===== src/rtl/macc_scheduler.sv =====
// Frame-granular round-robin scheduler that time-shares one MAC between NCH
// A/B sample streams and tags each accumulator result with its channel id.
module macc_scheduler #(
    parameter int NCH       = 4,
    parameter int ADW       = 24,
    parameter int BDW       = 18,
    parameter int ODW       = 48,
    parameter int IDQ_DEPTH = 4,
    localparam int IDW      = (NCH > 1) ? $clog2(NCH) : 1
) (
    input  logic                 clk,
    input  logic                 rst,
    input  logic [NCH*ADW-1:0]   s_axis_atdata,
    input  logic [NCH-1:0]       s_axis_atvalid,
    output logic [NCH-1:0]       s_axis_atready,
    input  logic [NCH-1:0]       s_axis_atlast,
    input  logic [NCH*BDW-1:0]   s_axis_btdata,
    input  logic [NCH-1:0]       s_axis_btvalid,
    output logic [NCH-1:0]       s_axis_btready,
    output logic [ADW-1:0]       m_macc_atdata,
    output logic                 m_macc_atvalid,
    input  logic                 m_macc_atready,
    output logic                 m_macc_atlast,
    output logic [BDW-1:0]       m_macc_btdata,
    output logic                 m_macc_btvalid,
    input  logic                 m_macc_btready,
    input  logic [ODW-1:0]       s_macc_tdata,
    input  logic                 s_macc_tvalid,
    output logic                 s_macc_tready,
    output logic [ODW-1:0]       m_axis_tdata,
    output logic [IDW-1:0]       m_axis_tid,
    output logic                 m_axis_tvalid,
    input  logic                 m_axis_tready,
    output logic                 err_orphan
);

    localparam int QAW = $clog2(IDQ_DEPTH);

    localparam logic [0:0] S_IDLE = 1'b0;
    localparam logic [0:0] S_BUSY = 1'b1;

    logic [0:0]             r_state;
    logic [IDW-1:0]         r_grant;
    logic [IDW-1:0]         r_rr;
    logic                   r_err;

    logic [NCH-1:0]         w_req;
    logic                   w_any;
    logic [IDW-1:0]         w_sel;
    logic [IDW-1:0]         w_cand;

    logic signed [ADW-1:0]  r_a_p0;
    logic signed [BDW-1:0]  r_b_p0;
    logic                   r_last_p0;
    logic                   r_vld_a_p0;
    logic                   r_vld_b_p0;

    logic [IDW-1:0]         r_idq [IDQ_DEPTH];
    logic [QAW:0]           r_wptr;
    logic [QAW:0]           r_rptr;

    logic signed [ADW-1:0]  w_g_a;
    logic signed [BDW-1:0]  w_g_b;
    logic                   w_g_av;
    logic                   w_g_bv;
    logic                   w_g_last;
    logic                   w_a_hs;
    logic                   w_b_hs;
    logic                   w_pair_free;
    logic                   w_rdy;
    logic                   w_load;
    logic                   w_push;
    logic                   w_pop;
    logic                   w_q_empty;
    logic                   w_q_full;

    assign w_req = s_axis_atvalid & s_axis_btvalid;

    // Round-robin search starting one past the last channel that finished a frame.
    always_comb begin
        w_any  = 1'b0;
        w_sel  = '0;
        w_cand = r_rr;
        for (int k = 0; k < NCH; k++) begin
            w_cand = (w_cand == IDW'(NCH - 1)) ? '0 : w_cand + 1'b1;
            if (!w_any && w_req[w_cand]) begin
                w_any = 1'b1;
                w_sel = w_cand;
            end
        end
    end

    assign w_g_a    = s_axis_atdata[int'(r_grant)*ADW +: ADW];
    assign w_g_b    = s_axis_btdata[int'(r_grant)*BDW +: BDW];
    assign w_g_av   = s_axis_atvalid[r_grant];
    assign w_g_bv   = s_axis_btvalid[r_grant];
    assign w_g_last = s_axis_atlast[r_grant];

    assign w_q_empty = (r_wptr == r_rptr);
    assign w_q_full  = (r_wptr[QAW] != r_rptr[QAW]) &&
                       (r_wptr[QAW-1:0] == r_rptr[QAW-1:0]);

    // A and B drain independently; the pair reloads only once both sides are gone.
    assign w_a_hs      = r_vld_a_p0 && m_macc_atready;
    assign w_b_hs      = r_vld_b_p0 && m_macc_btready;
    assign w_pair_free = (!r_vld_a_p0 || w_a_hs) && (!r_vld_b_p0 || w_b_hs);
    assign w_rdy       = (r_state == S_BUSY) && w_pair_free && (!w_g_last || !w_q_full);
    assign w_load      = w_rdy && w_g_av && w_g_bv;
    assign w_push      = w_load && w_g_last;
    assign w_pop       = s_macc_tvalid && m_axis_tready && !w_q_empty;

    always_comb begin
        s_axis_atready = '0;
        if (w_rdy) begin
            s_axis_atready[r_grant] = 1'b1;
        end
    end
    assign s_axis_btready = s_axis_atready;

    always_ff @(posedge clk) begin
        if (rst) begin
            r_state <= S_IDLE;
            r_grant <= '0;
            r_rr    <= IDW'(NCH - 1);
        end else begin
            case (r_state)
                S_IDLE: begin
                    if (w_any) begin
                        r_grant <= w_sel;
                        r_state <= S_BUSY;
                    end
                end
                default: begin
                    if (w_push) begin
                        r_rr    <= r_grant;
                        r_state <= S_IDLE;
                    end
                end
            endcase
        end
    end

    // Stage p0: pair register feeding the MAC
    always_ff @(posedge clk) begin
        if (rst) begin
            r_vld_a_p0 <= 1'b0;
            r_vld_b_p0 <= 1'b0;
        end else begin
            if (w_load) begin
                r_vld_a_p0 <= 1'b1;
                r_vld_b_p0 <= 1'b1;
            end else begin
                if (w_a_hs) r_vld_a_p0 <= 1'b0;
                if (w_b_hs) r_vld_b_p0 <= 1'b0;
            end
        end
    end

    always_ff @(posedge clk) begin
        if (w_load) begin
            r_a_p0    <= w_g_a;
            r_b_p0    <= w_g_b;
            r_last_p0 <= w_g_last;
        end
    end

    assign m_macc_atdata  = r_a_p0;
    assign m_macc_btdata  = r_b_p0;
    assign m_macc_atlast  = r_last_p0;
    assign m_macc_atvalid = r_vld_a_p0;
    assign m_macc_btvalid = r_vld_b_p0;

    // Id queue: one entry per frame handed to the MAC, retired per tagged result.
    always_ff @(posedge clk) begin
        if (rst) begin
            r_wptr <= '0;
            r_rptr <= '0;
            r_err  <= 1'b0;
        end else begin
            if (w_push) r_wptr <= r_wptr + 1'b1;
            if (w_pop)  r_rptr <= r_rptr + 1'b1;
            if (s_macc_tvalid && w_q_empty) r_err <= 1'b1;
        end
    end

    always_ff @(posedge clk) begin
        if (w_push) begin
            r_idq[r_wptr[QAW-1:0]] <= r_grant;
        end
    end

    assign m_axis_tdata  = s_macc_tdata;
    assign m_axis_tid    = r_idq[r_rptr[QAW-1:0]];
    assign m_axis_tvalid = s_macc_tvalid && !w_q_empty;
    assign s_macc_tready = m_axis_tready && !w_q_empty;
    assign err_orphan    = r_err;

endmodule


===== config.mk =====
export PLATFORM = sky130hd
export DESIGN_NAME = macc_scheduler
export DESIGN_NICKNAME = d
export VERILOG_FILES = /design/src/rtl/macc_scheduler.sv
export SDC_FILE = /design/constraint.sdc
export NUM_CORES = 1
export LEC_CHECK = 0
export CAP_MARGIN = 0
export CELL_PAD_IN_SITES_DETAIL_PLACEMENT = 2
export CELL_PAD_IN_SITES_GLOBAL_PLACEMENT = 2
export CORE_MARGIN = 4
export CORE_UTILIZATION = 18
export DETAILED_ROUTE_END_ITERATION = 7
export PLACE_DENSITY = 0.82
export SLEW_MARGIN = 20
export SYNTH_ARGS = -nofsm -noshare
export SYNTH_HDL_FRONTEND = slang
export SYNTH_SLANG_ARGS = --single-unit

===== constraint.sdc =====
create_clock -name clk -period 3.4 [get_ports clk]
set_clock_uncertainty 0.1 [all_clocks]
set_input_delay 0.68 -clock clk [delete_from_list [all_inputs] [get_ports clk]]
set_output_delay 0.68 -clock clk [all_outputs]
set_load 0.02 [all_outputs]

==> results.md, run 1 <==
- Per-cell routed wire length: 21.7 um
- Worst rel slew slack: 0.353
- Met2 WL: 8770 um
- Antenna viol nets, final: 0
- Starting Density: 0.184
- MaxCap Viol Count: 0
- Cells after synthesis: 264
- Die area: 24200 sq um
- Post-synth net total: 504
- RSZ-0062 raised after global routing: no
- Max-slew violations: 0
- Post-CTS setup buffer count: 0
- 1st-iter DRT viols: 86
- CTS tree: built
- Fillers: 2226
- DRC: 0
- CP top delay family: buffers and inverters
- Distinct cells, synth: 37
- Status: complete, no violations
- Pleak: 2.24 nW
- Clock Root Buffer: clkbuf_16
- Mapped Avg Cell Area: 14.8 sq um
- Remaining Overflow, GRT: 0
- Final Util: 0.311
- Worst Path Buf+Inv: 2
- Worst Path Arrival: 2.45 ns
- Clock Sinks: 67
- Worst Setup End Kind: output pin
- Yosys reg bits: 67
- Pre-antenna DRT Iters: 4
- CORE AREA: 21200 sq um
- Largest net degree at the start of global routing: 54
- Die W: 155 um
- Initial antenna violation count: 0
- Mapped Area: 3910 sq um
- CP Cell Sequence: clkdlybuf4s50_1, mux4_2, a21oi_2, nor3b_2, dlygate4sd2_1
- First-pass GRT wire length: 23000 um
- Row Count: 53
- Hpwl dp: 13100 um
- CP max stage cell: mux4_2
- Vias/cell: 4.16
- WS Path Type: in -> out
- Tot GR Track Use: 0.127
- Yosys top cell area share: 0.391
- DRT Wirelength: 16000 um
- TritonCTS Buffers: 9
- Skew-Pair Late Insertion Delay: 0.33 ns
- Worst Max-Slew Pin Slew: 0.971 ns
- Cell area after layout: 6590 sq um
- Met3 routed WL: 1480 um
- Syn. warnings: 0
- Final setup vio count: 0
- Nets: 697
- Min Tclk post-route: 3.23 ns
- DP Area: 6280 sq um
- I/O pin cnt: 340
- Htree depth: 3
- CP peak stage delay: 0.51 ns
- Layout cells sized above 1: 0.173
- Final Cycle Share: 0.949
- Max Clk Rate: 0.310 GHz
- Endpoints failing hold: 0
- Pwr Density: 383 nW/um^2
- Port buffer count: 243
- Clock slew at reported path FFs: 0.06 ns
- Maximum vdd drop: 212 uV
- Area leader, netlist: edfxtp_1
- Final RePlAce weighted congestion: 0.833
- DRT met1 WL: 5380 um
- CTS max path bufs: 2
- Req. time, crit path: 2.62 ns
- Sequential fraction of the synthesis area: 0.473
- Ranking of synthesized cells by area: edfxtp_1 39%, mux4_2 26%, buf_4 10%
- Hold Crit Class: reg -> reg
- Via count: 3069
- CP startpoint kind: input pin
- Critical path fanouts, max: 5
- Max Used Layer: met4
- Area delta synth->final: 68.4%
- # diodes: 0
- Vias in the first global route: 3562
- Die Y: 155 um
area by class of cell:
type,count,area (sq um),share of cell area
timing repair buffer,248,2470,0.375
sequential,67,1860,0.282
multi-input combinational,127,1590,0.241
tap,275,344,0.0522
clock buffer,9,225,0.0342
clock inverter,7,92.6,0.0140
inverter,4,15.0,0.00228
final timing paths:
path	to	startpoint	slack, ns	depth (start not counted)
setup / recovery	s_axis_btready[0]	s_axis_atlast[3]	0.17	5
hold / removal	err_orphan$_SDFFE_PP0P_	err_orphan$_SDFFE_PP0P_	0.39	2
setup reg to reg	r_idq[0][1]$_DFFE_PP_	r_grant[0]$_SDFFE_PP0P_	0.82	4
hold reg to reg	err_orphan$_SDFFE_PP0P_	err_orphan$_SDFFE_PP0P_	0.39	2
kinds of logic after synthesis:
family                   after synthesis  share of synthesized area
AO/OA/AOI/OAI                         15                     0.0240
flip-flops                            67                      0.473
multiplexers                          48                      0.270
AND/OR/NAND/NOR                       52                     0.0754
buffers and inverters                 70                      0.123
XOR/XNOR                               6                     0.0153
adder cells (fa/ha/maj)                6                     0.0192
what timing repair did:
action / in CTS / in global routing
gates resized for setup: 8 / 1
hold buffers: 0 / 0
setup endpoints to repair: 8 / 2
worst min-delay path, cell delays in order (launching register included):
cell and delay [ns]:
dfxtp_1 0.33, a21oi_1 0.04, nor2_1 0.08
stage by stage:
stage | setup TNS, ns | total power, W | cells | setup WS (ns) | hold WS (ns)
2_1_floorplan | 0 | 0.00128 | 264 | 0.403 | 0.380
3_3_place_gp | -0.0967 | 0.00152 | 721 | -0.0487 | 0.360
3_5_place_dp | -0.941 | 0.00154 | 721 | -0.223 | 0.384
4_1_cts | 0 | 0.00257 | 737 | 0.0909 | 0.404
5_1_grt | 0 | 0.00263 | 737 | 0.0563 | 0.438
6_report | 0 | 0.00252 | 737 | 0.175 | 0.391
cell usage in the layout (no fill, tap or decap), types with 7 or more instances in the layout:
| cell | instances |
|---|---|
| clkbuf_16 | 9 |
| dlygate4sd2_1 | 8 |
| dfxtp_1 | 14 |
| nand2_1 | 8 |
| clkdlybuf4s50_1 | 235 |
| mux4_2 | 46 |
| and2_1 | 9 |
| nor2_1 | 14 |
| edfxtp_1 | 51 |
| a21oi_1 | 7 |
metal layers:
layer,vias up,track usage
met1,1513,0.127
li1,1355,-
met3,52,0.0426
met2,149,0.243
met4,0,0.0467
met5,-,0
power breakdown:
group          switching, W  leakage (nW)  internal, W
Combinational      0.000203          1.49     0.000357
Clock              0.000368         0.159     0.000640
Sequential        0.0000204         0.597     0.000933
Total              0.000591          2.24      0.00193
synthesized netlist by cell type:
| master | count |
|---|---|
| a221oi_1 | 1 |
| o21ai_2 | 1 |
| xnor2_1 | 1 |
| a21oi_1 | 7 |
| nand2b_1 | 4 |
| mux4_2 | 46 |
| buf_1 | 1 |
| nand3_1 | 3 |
| a21oi_2 | 1 |
| ha_1 | 6 |
| edfxtp_1 | 51 |
| nand4_1 | 2 |
| and3_1 | 1 |
| and2_1 | 9 |
| nand2_1 | 8 |
| o221ai_1 | 1 |
| buf_6 | 2 |
| o21ai_0 | 2 |
| and2_4 | 1 |
| nor3_2 | 3 |
| and3b_1 | 1 |
| nor3_1 | 2 |
| dfxtp_1 | 16 |
| clkbuf_1 | 6 |
| mux2i_1 | 2 |
| inv_1 | 4 |
| buf_4 | 53 |
| nor3b_1 | 1 |
| nor2_1 | 14 |
| o22ai_1 | 1 |
| nand3b_1 | 1 |
| and4bb_4 | 1 |
| or3b_2 | 1 |
| xor2_1 | 4 |
| xnor2_2 | 1 |
| buf_2 | 4 |
| o31ai_1 | 1 |
registers in the layout, indices dropped and copies added (netlist names), named ones only:
name / cells
r_rr: 2
r_state: 1
err_orphan: 1
r_rptr: 3
m_macc_atdata: 24
m_macc_atlast: 1
m_macc_btdata: 18
r_wptr: 3
r_grant: 2
r_idq: 8
m_macc_btvalid: 1
m_macc_atvalid: 1
Power figures use the tool's default switching activity.
==> run 2, diff against run 1 <==
--- a/config.mk
+++ b/config.mk
@@ -5,13 +5,14 @@
 export SDC_FILE = /design/constraint.sdc
 export NUM_CORES = 1
 export LEC_CHECK = 0
+export ABC_AREA = 1
 export CAP_MARGIN = 0
 export CELL_PAD_IN_SITES_DETAIL_PLACEMENT = 2
 export CELL_PAD_IN_SITES_GLOBAL_PLACEMENT = 2
 export CORE_MARGIN = 4
-export CORE_UTILIZATION = 18
+export CORE_UTILIZATION = 16
 export DETAILED_ROUTE_END_ITERATION = 7
-export PLACE_DENSITY = 0.82
+export PLACE_DENSITY = 0.8
 export SLEW_MARGIN = 20
 export SYNTH_ARGS = -nofsm -noshare
 export SYNTH_HDL_FRONTEND = slang
==> run 2 against run 1 <==
Effect of this change:
- synthesized cell count up 80%
- register-to-register slack worse by 0.21 ns
- largest cell class unchanged
- final area up 4.4%
- sequential cell count unchanged
- largest power group is now combinational cells
- critical path depth up 4
- highest routed layer unchanged
- maximum frequency up 1.3%
- area after synthesis up 5.2%
- via count up 37%
==> results.md, run 2 <==
- Status: complete, no violations
- Yosys reg bits: 67 (unchanged)
- Reg2Reg Depth: 9 (+5)
- Vias/cell: 4.19 (+0.53%)
- First-pass GRT wire length: 28000 um (+22%)
- 1st-iter DRT viols: 164 (+91%)
- MaxCap Viol Count: 0 (unchanged)
- Count leader, synth: nand2_1
- Final Cycle Share: 0.936 (-0.0123)
- Dpl ws: -0.0853 ns (+0.138 ns)
- Ranking of synthesized cells by area: edfxtp_1 37%, nand2_1 13%, a22oi_1 13%
- Mapped Area: 4120 sq um (+5.2%)
- Leading cell types in the layout, fill and taps excluded: 235 x clkdlybuf4s50_1, 141 x nand2_1, 70 x a22oi_1, 51 x edfxtp_1
- Per-cell routed wire length: 19.4 um (-10%)
- Die W: 168 um (+8.3%)
- Pwr Density: 601 nW/um^2 (+57%)
- Distinct cells, synth: 30 (-19%)
- Worst Setup End Kind: output pin
- Area delta synth->final: 67.1%
- Post-synth net total: 715 (+42%)
- Skew-Pair Late Insertion Delay: 0.34 ns (about the same)
- Final setup vio count: 0 (unchanged)
- Req. time, crit path: 2.62 ns (about the same)
- Cells after synthesis: 475 (+80%)
- Share of synthesized registers carrying an async set or reset: 0 (unchanged)
- Sequential fraction of the synthesis area: 0.450 (-0.0233)
- Hold_sp: err_orphan$_SDFFE_PP0P_
- Antenna viol nets, final: 0 (unchanged)
- Remaining Overflow, GRT: 0 (unchanged)
- Commonest non-fill, non-tap cell in the layout: clkdlybuf4s50_1
- Clock slew at reported path FFs: 0.06 ns (about the same)
- Max Clk Rate: 0.314 GHz (+1.3%)
- Final RePlAce weighted congestion: 0.791 (-5.0%)
- Pre-antenna DRT Iters: 4 (unchanged)
- TritonCTS Buffers: 9 (unchanged)
- Worst Setup Slack, final: 0.217 ns (+0.0420 ns)
- Placed Cells: 988 (+37%)
- Worst R2R End: r_idq[1][1]$_DFFE_PP_
- Worst rel slew slack: 0.583 (+0.230)
- Clock Root Buffer: clkbuf_16
- CTS max path bufs: 2 (unchanged)
- Critical path fanouts, max: 4 (-1)
- Max-slew violations: 0 (unchanged)
- Fillers: 2910 (+31%)
- Layout cells sized above 1: 0.0727 (-0.100)
- Endpoints failing hold: 0 (unchanged)
- WHS Path Cells: 1 (-1)
- Starting Density: 0.163 (-0.0214)
- CORE AREA: 25300 sq um (+19%)
- Pleak: 2.69 nW (+20%)
- Worst Path Arrival: 2.40 ns (-0.05 ns)
- Yosys top cell area share: 0.372 (-0.0193)
- Maximum vdd drop: 310 uV (+46%)
- Tot GR Track Use: 0.130 (+0.00283)
- Fin cells: 1004 (+36%)
- R2R setup slack: 0.61 ns (-0.21 ns)
- WS Path Type: in -> out
- Largest net degree at the start of global routing: 45 (-17%)
- Via count: 4203 (+37%)
- Hold Crit Class: reg -> reg
- RSZ-0062 raised after global routing: no
- Syn. warnings: 0 (unchanged)
- I/O pin cnt: 340 (unchanged)
- DRT Wirelength: 19500 um (+22%)
- Post-CTS setup buffer count: 0 (unchanged)
- # diodes: 0 (unchanged)
- Htree depth: 3 (unchanged)
- Post-synth EDFFs: 51 (unchanged)
- Hold EP: err_orphan$_SDFFE_PP0P_
- DRC: 0 (unchanged)
- Clock Sinks: 67 (unchanged)
- Port buffer count: 243 (unchanged)
- Area leader, netlist: edfxtp_1
- Reg-to-Reg Start: r_grant[1]$_SDFFE_PP0P_
- Die area: 28400 sq um (+17%)
- Hpwl dp: 15400 um (+17%)
- Predominant post-synthesis flop cell: edfxtp_1
- Max FFs per register: 24 (unchanged)
- Nets: 909 (+30%)
- Min Tclk post-route: 3.18 ns (-0.0420 ns)
- Die Y: 168 um (+8.3%)
- Synth top cells by count: 141 x nand2_1, 70 x a22oi_1, 52 x buf_4
- Vias in the first global route: 4677 (+31%)
- Row Count: 58 (+9.4%)
- CTS tree: built
- Initial antenna violation count: 0 (unchanged)
- CP startpoint kind: input pin
- Worst Max-Slew Pin Slew: 0.625 ns (-0.346 ns)
- Mapped Avg Cell Area: 8.67 sq um (-42%)
==> run 2: timing repair <==
| action | CTS | global route |
|---|---|---|
| gates resized for setup | 10 | 1 |
| endpoints found under the setup margin | 8 | 1 |
| hold buffers | 0 | 0 |
| pin swaps | 0 | 0 |
==> run 2: per-layer routing <==
layer | vias to the layer above | track usage | share of wire
met2 | 145 | 0.226 | 0.50
met4 | 0 | 0.0420 | 0.021
met3 | 36 | 0.0343 | 0.062
met1 | 2042 | 0.157 | 0.42
li1 | 1980 | - | -
met5 | - | 0 | 0
==> run 2: area by class of cell <==
cell class | count | area, sq um | area share
Timing Repair Buffer | 254 | 2520 | 0.366
Sequential cell | 67 | 1850 | 0.270
Multi-Input combinational cell | 307 | 1670 | 0.242
Tap cell | 330 | 413 | 0.0600
Clock buffer | 9 | 225 | 0.0327
Inverter | 30 | 118 | 0.0171
Clock inverter | 7 | 82.6 | 0.0120
==> run 2: power breakdown <==
part           total (W)  internal [W]  switching, W  leakage, nW
logic            0.00190      0.000772       0.00113         1.94
registers        0.00123       0.00114     0.0000898        0.598
clock network    0.00100      0.000583      0.000421        0.153
==> run 2: per-stage QoR <==
stage | hold slack (ns) | utilization | setup TNS [ns] | total power, W | area (sq um)
3_3_place_gp | 0.354 | 0.260 | -0.100 | 0.00314 | 6570
4_1_cts | 0.390 | 0.272 | 0 | 0.00422 | 6880
2_1_floorplan | 0.342 | - | 0 | 0.00236 | 4120
5_1_grt | 0.408 | 0.272 | 0 | 0.00441 | 6880
3_5_place_dp | 0.375 | 0.260 | -0.367 | 0.00319 | 6570
6_report | 0.377 | 0.272 | 0 | 0.00413 | 6880
==> run 2: worst max-delay path by stage <==
stage / to / slack, ns / startpoint
after floorplan: s_axis_btready[2] / 0.65 / m_macc_atready
after global placement: s_axis_atready[1] / -0.04 / m_macc_atready
after detailed placement: s_axis_btready[1] / -0.09 / s_axis_atlast[0]
after CTS: s_axis_btready[2] / 0.003 / m_macc_atready
after global routing: s_axis_atready[1] / 0.06 / m_macc_atready
final: s_axis_btready[1] / 0.22 / m_macc_atready
==> run 2: cell families after synthesis <==
group	after synthesis	synth area share
AOI/OAI and AO/OA	95	0.165
buffers and inverters	101	0.146
xor gates and xnor gates	6	0.0128
DFF	67	0.450
adders and majority gates	6	0.0182
and+or+nand+nor	200	0.208
==> run 2: worst max-delay path, cell delays in order <==
cell and delay, ns:
clkdlybuf4s50_1 0.46, nor2_1 0.05, nor3_1 0.16, buf_4 0.16
o21a_1 0.15, inv_1 0.10, nor3_1 0.16, buf_4 0.16
dlygate4sd2_1 0.33
